$ cat src/rtl/cordic_pkg.sv
// Shared constants for the CORDIC sine/cosine pipeline: arctangent table,
// rounding helper and the CORDIC gain used to size the start vector.
package cordic_pkg;

    localparam int CORDIC_GAIN_Q16 = 107922;

    // atan(2^-i) as a fraction of the full circle, full circle = 2^32
    localparam logic [31:0] ATAN_LUT [30] = '{
        32'h2000_0000, 32'h12E4_051E, 32'h09FB_385B, 32'h0511_11D4,
        32'h028B_0D43, 32'h0145_D7E1, 32'h00A2_F61E, 32'h0051_7C55,
        32'h0028_BE53, 32'h0014_5F2F, 32'h000A_2F98, 32'h0005_17CC,
        32'h0002_8BE6, 32'h0001_45F3, 32'h0000_A2FA, 32'h0000_517D,
        32'h0000_28BE, 32'h0000_145F, 32'h0000_0A30, 32'h0000_0518,
        32'h0000_028C, 32'h0000_0146, 32'h0000_00A3, 32'h0000_0051,
        32'h0000_0029, 32'h0000_0014, 32'h0000_000A, 32'h0000_0005,
        32'h0000_0003, 32'h0000_0001
    };

    function automatic logic [31:0] atan_z(input int i, input int z_sz);
        logic [32:0] r;
        if (z_sz >= 32) return ATAN_LUT[5'(i)];
        r = {1'b0, ATAN_LUT[5'(i)]} + (33'd1 << (31 - z_sz));
        return 32'(r >> (32 - z_sz));
    endfunction

endpackage

$ cat src/rtl/cordic_stage.sv
// One registered CORDIC micro-rotation; the whole stage holds while en is low.
module cordic_stage #(
    parameter int              W     = 18,
    parameter int              Z_SZ  = 16,
    parameter int              SHIFT = 0,
    parameter logic [Z_SZ-1:0] ATAN  = '0
) (
    input  logic                clk,
    input  logic                rst_n,
    input  logic                en,
    input  logic                v_in,
    input  logic signed [W-1:0] x_in,
    input  logic signed [W-1:0] y_in,
    input  logic [Z_SZ-1:0]     z_in,
    output logic                v_out,
    output logic signed [W-1:0] x_out,
    output logic signed [W-1:0] y_out,
    output logic [Z_SZ-1:0]     z_out
);

    logic signed [W-1:0] x_sh, y_sh, x_d, y_d, x_q, y_q;
    logic [Z_SZ-1:0]     z_d, z_q;
    logic                v_d, v_q;

    always_comb begin
        x_sh = x_in >>> SHIFT;
        y_sh = y_in >>> SHIFT;
        x_d  = x_q;
        y_d  = y_q;
        z_d  = z_q;
        v_d  = v_q;
        if (en) begin
            v_d = v_in;
            // negative residual angle: rotate clockwise
            if (z_in[Z_SZ-1]) begin
                x_d = x_in + y_sh;
                y_d = y_in - x_sh;
                z_d = z_in + ATAN;
            end else begin
                x_d = x_in - y_sh;
                y_d = y_in + x_sh;
                z_d = z_in - ATAN;
            end
        end
    end

    always_ff @(posedge clk or negedge rst_n) begin
        if (!rst_n) begin
            x_q <= '0;
            y_q <= '0;
            z_q <= '0;
            v_q <= 1'b0;
        end else begin
            x_q <= x_d;
            y_q <= y_d;
            z_q <= z_d;
            v_q <= v_d;
        end
    end

    assign x_out = x_q;
    assign y_out = y_q;
    assign z_out = z_q;
    assign v_out = v_q;

endmodule

$ cat src/rtl/cordic_sincos_pipe.sv
// Fully pipelined CORDIC sine/cosine generator with optional DDS phase accumulator
// and a single advance signal that stalls the whole pipe when the output is blocked.
module cordic_sincos_pipe import cordic_pkg::*; #(
    parameter int XY_SZ  = 16,
    parameter int Z_SZ   = 16,
    parameter int STG    = 14,
    parameter int ACC_SZ = 32,
    // start magnitude rounded up so the gain-scaled peak lands on full scale
    parameter int AMP    = int'(((64'(2**(XY_SZ-1) - 1) << 16) + 64'(CORDIC_GAIN_Q16) - 64'd1)
                                / 64'(CORDIC_GAIN_Q16))
) (
    input  logic                    CLK_100MHZ,
    input  logic                    RST_N,
    input  logic                    mode,
    input  logic [ACC_SZ-1:0]       freq_word,
    input  logic                    in_valid,
    output logic                    in_ready,
    input  logic [Z_SZ-1:0]         in_angle,
    output logic                    out_valid,
    input  logic                    out_ready,
    output logic signed [XY_SZ-1:0] sin_out,
    output logic signed [XY_SZ-1:0] cos_out
);

    localparam int W = XY_SZ + 2;
    localparam logic signed [W-1:0] AMP_W = W'(AMP);
    localparam logic signed [W-1:0] MAXV  = W'((2**(XY_SZ-1)) - 1);

    function automatic logic signed [XY_SZ-1:0] sat(input logic signed [W-1:0] v);
        if (v > MAXV)  return XY_SZ'(MAXV);
        if (v < -MAXV) return XY_SZ'(-MAXV);
        return XY_SZ'(v);
    endfunction

    logic                    adv, accept;
    logic [Z_SZ-1:0]         angle;
    logic [ACC_SZ-1:0]       acc_d, acc_q;
    logic signed [W-1:0]     x0_d, x0_q, y0_d, y0_q;
    logic [Z_SZ-1:0]         z0_d, z0_q;
    logic                    v0_d, v0_q;
    logic signed [XY_SZ-1:0] sin_d, sin_q, cos_d, cos_q;
    logic                    ov_d, ov_q;

    logic signed [W-1:0]     xs [0:STG];
    logic signed [W-1:0]     ys [0:STG];
    logic [Z_SZ-1:0]         zs [0:STG];
    logic                    vs [0:STG];
    logic                    z_final_unused;

    always_comb begin
        adv    = !ov_q || out_ready;
        accept = in_valid && adv;
        angle  = mode ? acc_q[ACC_SZ-1 -: Z_SZ] : in_angle;
        acc_d  = accept ? acc_q + freq_word : acc_q;
        x0_d   = x0_q;
        y0_d   = y0_q;
        z0_d   = z0_q;
        v0_d   = v0_q;
        sin_d  = sin_q;
        cos_d  = cos_q;
        ov_d   = ov_q;
        if (adv) begin
            v0_d = in_valid;
            // fold the angle into +/-90 deg so the micro-rotations can converge
            case (angle[Z_SZ-1 -: 2])
                2'b01: begin
                    x0_d = '0;
                    y0_d = AMP_W;
                    z0_d = {2'b00, angle[Z_SZ-3:0]};
                end
                2'b10: begin
                    x0_d = '0;
                    y0_d = -AMP_W;
                    z0_d = {2'b11, angle[Z_SZ-3:0]};
                end
                default: begin
                    x0_d = AMP_W;
                    y0_d = '0;
                    z0_d = angle;
                end
            endcase
            sin_d = sat(ys[STG]);
            cos_d = sat(xs[STG]);
            ov_d  = vs[STG];
        end
    end

    always_ff @(posedge CLK_100MHZ or negedge RST_N) begin
        if (!RST_N) begin
            acc_q <= '0;
            x0_q  <= '0;
            y0_q  <= '0;
            z0_q  <= '0;
            v0_q  <= 1'b0;
            sin_q <= '0;
            cos_q <= '0;
            ov_q  <= 1'b0;
        end else begin
            acc_q <= acc_d;
            x0_q  <= x0_d;
            y0_q  <= y0_d;
            z0_q  <= z0_d;
            v0_q  <= v0_d;
            sin_q <= sin_d;
            cos_q <= cos_d;
            ov_q  <= ov_d;
        end
    end

    assign xs[0] = x0_q;
    assign ys[0] = y0_q;
    assign zs[0] = z0_q;
    assign vs[0] = v0_q;

    for (genvar gi = 0; gi < STG; gi++) begin : g_stage
        cordic_stage #(
            .W     (W),
            .Z_SZ  (Z_SZ),
            .SHIFT (gi),
            .ATAN  (Z_SZ'(atan_z(gi, Z_SZ)))
        ) u_stage (
            .clk   (CLK_100MHZ),
            .rst_n (RST_N),
            .en    (adv),
            .v_in  (vs[gi]),
            .x_in  (xs[gi]),
            .y_in  (ys[gi]),
            .z_in  (zs[gi]),
            .v_out (vs[gi+1]),
            .x_out (xs[gi+1]),
            .y_out (ys[gi+1]),
            .z_out (zs[gi+1])
        );
    end

    assign z_final_unused = ^zs[STG];

    assign in_ready  = adv;
    assign out_valid = ov_q;
    assign sin_out   = sin_q;
    assign cos_out   = cos_q;

endmodule

$ cat config.mk
export PLATFORM = sky130hd
export DESIGN_NAME = cordic_sincos_pipe
export DESIGN_NICKNAME = d
export VERILOG_FILES = /design/src/rtl/cordic_pkg.sv /design/src/rtl/cordic_stage.sv /design/src/rtl/cordic_sincos_pipe.sv
export SDC_FILE = /design/constraint.sdc
export NUM_CORES = 2
export LEC_CHECK = 0
export ABC_CLOCK_PERIOD_IN_PS = 3700
export CAP_MARGIN = 0
export CORE_MARGIN = 2
export CORE_UTILIZATION = 40
export CTS_CLUSTER_SIZE = 30
export DETAILED_ROUTE_END_ITERATION = 12
export GPL_TIMING_DRIVEN = 0
export SLEW_MARGIN = 20
export SYNTH_ARGS = -nofsm -noshare
export SYNTH_HDL_FRONTEND = slang
export SYNTH_HIERARCHICAL = 1
export SYNTH_SLANG_ARGS = --single-unit
$ cat constraint.sdc
create_clock -name CLK_100MHZ -period 3.7 [get_ports CLK_100MHZ]
set_input_delay 1.11 -clock CLK_100MHZ [delete_from_list [all_inputs] [get_ports CLK_100MHZ]]
set_output_delay 1.11 -clock CLK_100MHZ [all_outputs]
set_load 0.005 [all_outputs]
==> run summary <==
CTS Buf Count - 96
CP Capture Type - flop
number of remaining DRC errors - 0
1st-pass router iterations - 5
Worst Path Required - 4.28 ns
largest net degree at the start of global routing - 134
Critical Path Source - g_stage[3].u_stage/y_out[5]
Slew Viols, Final - 0
Detailed Place HPWL - 164000 microns
RSZ-0062 raised after global routing - true
first-pass GRT wire length - 331000 microns
CP dominant cell by count - nor3_4
Total GRT Usage - 22.8%
routed len/inst - 19.7 microns
Syn-to-layout area delta - 12.3%
area of the multi-input gates - 48500 sq um
number of global-route vias before repair - 58786
Startpoint Class - flop
post-route ant nets - 0
Synth Instances - 7902
fin nets - 9002
MaxCap Viol Count - 0
CP max stage delay - 0.45 ns
clock-pin slew on the worst setup and hold paths - 0.07 ns
worst reg2reg startpoint - g_stage[3].u_stage/y_out[5]
Avg Cell Area, Syn - 8.87 sq um
worst path cell trace - inv_2 -> ha_4 -> or4b_4 -> or4_4 -> or3_4 -> nor3_2 -> nor2_1 -> xor2_1 -> ha_1 -> nand4_1 -> nor3_4 -> nor3_4 -> o2111a_1 -> or3b_4
initial antenna violation count - 3
starting density of the core - 40.3%
Worst Path Max Fanout - 3
I/O Pins - 87
clk sinks - 795
chip height - 423 microns
# H-tree levels - 3
WL final - 208000 microns
Final setup viols - 4
Core Box Area - 174000 sq um
layout cells sized above 1 - 12.2%
hold buffers post-CTS - 0
# port buffers - 85
Rows - 153
Final GP Congestion - 0.910
fin util - 45.2%
failing checks - setup timing
Fin Clk Skew - 0.0258 ns
Setup CP Type - flop to flop
worst hold path class - input port to async pin
worst skew pair latency - 0.71 ns
TritonCTS clock tree - yes
Worst-Margin Slew - 1.05 ns
clock root cell - clkbuf_16
final period demand of the worst path - 3.82 ns
initial detailed-routing violation count - 4204
DR vias/cell - 5.71
Filler Cells Inserted - 16806
register area - 19900 sq um
Slew headroom - 29.3%
Hold Fails Final Rpt - 0
DR vias - 60379
fin crit share - 103%
GR Overflow Total - 0
Top delay family on crit path - simple AND/OR/NAND/NOR gates
Slowest cell on crit path - or4b_4
Mapped Area - 70100 sq um
Die ar. - 179000 sq um
crit path DAT - 4.40 ns
max frequency - 262 MHz
Max Buffers Root-to-Sink - 3
min setup slack post-route - -0.123 ns
Crit path buffers/inverters - 1
outcome - finished, violations left
Horiz. Die Dim - 423 microns
Syn. warnings - 6
==> worst paths after layout <==
kind | cells past startpoint | to | slack, ns
max | 14 | g_stage[4].u_stage/x_out[15] | -0.12
min reg2reg | 1 | acc_q[31] | 0.48
min | 1 | g_stage[0].u_stage/x_out[1] | 0.33
max reg2reg | 14 | g_stage[4].u_stage/x_out[15] | -0.12
max in group asynchronous | 3 | g_stage[8].u_stage/x_out[9] | 1.79
min in group CLK_100MHZ | 1 | acc_q[31] | 0.48
==> routing by layer <==
layer	track usage (%)	vias to the layer above	routed length (microns)	share of wire (%)
met3	1.85	324	5690	2.7
li1	-	29609	-	-
met5	0	-	0	0
met2	38.1	1138	98300	47
met4	8.48	0	7990	3.8
met1	30.6	29308	96300	46
==> worst register-to-register path, cell delays in order, from the launching register on <==
cell and delay (ns):
dfrtp_2 0.44, inv_2 0.08, ha_4 0.13, or4b_4 0.45, or4_4 0.43, or3_4 0.39
nor3_2 0.12, nor2_1 0.07, xor2_1 0.15, ha_1 0.35, nand4_1 0.15, nor3_4 0.26
nor3_4 0.07, o2111a_1 0.25, or3b_4 0.36
==> what timing repair did <==
item | 4_1_cts | 5_1_grt
buffers inserted | 33 | 16
pin swaps | 19 | 30
gates resized for setup | 105 | 145
cloned | 1 | 0
endpoints found under the setup margin | 719 | 146
==> flip-flops by register name, summed over array words and instances, names as in the netlist <==
signal and flops:
g_stage.u_stage/y_out 252, cos_out 16, g_stage.u_stage/v_out 14, x0_q 1
out_valid 1, sin_out 16, y0_q 3, v0_q 1
z0_q 15, g_stage.u_stage/z_out 193, acc_q 32, g_stage.u_stage/x_out 251
==> stage by stage <==
step | hold WS [ns] | TNS [ns] | setup WS [ns] | cells | cell area (sq um)
floorplan | 0.430 | 0 | 0.0193 | 7929 | 70200
global placement | 0.454 | - | -35.14 | 10339 | 74000
detailed placement | 0.479 | -1237.11 | -2.52 | 10346 | 74200
CTS | 0.312 | -0.933 | -0.307 | 10549 | 78200
global route | 0.334 | -1.05 | -0.226 | 10566 | 78700
finish | 0.335 | -0.334 | -0.123 | 10566 | 78700
==> cells in the final DEF (no fill, tap or decap), types with 50 or more instances in the layout <==
master           instances
xnor2_1                445
nand2b_1                75
ha_1                   732
inv_1                  342
or3_1                   50
nand3_1                125
nor2b_1                 55
nand2_1                527
nand4_1                 84
clkdlybuf4s50_1         80
and3_1                  50
mux2i_1                 64
a31oi_1                107
o211ai_1                75
nor2_1                 644
clkbuf_1               150
o21ai_0                399
o21a_1                 117
o21bai_1                63
a21oi_1                753
a211oi_1               115
xor2_1                 235
o21ai_1                 57
mux2_2                 418
buf_1                   52
a21o_1                 224
o31ai_1                 70
nor3_1                 167
dfrtp_1                776
clkbuf_16              102
==> area by class of cell <==
cell class | count | share of cell area (%)
diodes | 3 | 0.00954
plain buffers | 268 | 1.52
clock buffers | 129 | 3.56
clock inverters | 42 | 0.658
inverters | 358 | 1.74
multi-input cells | 6504 | 61.6
flip-flops and latches | 795 | 25.3
well taps | 2325 | 3.70
repair buffers | 142 | 1.92
Power is not shown: default switching activity piles up to over one toggle a cycle in this logic, so the estimate is an artifact.
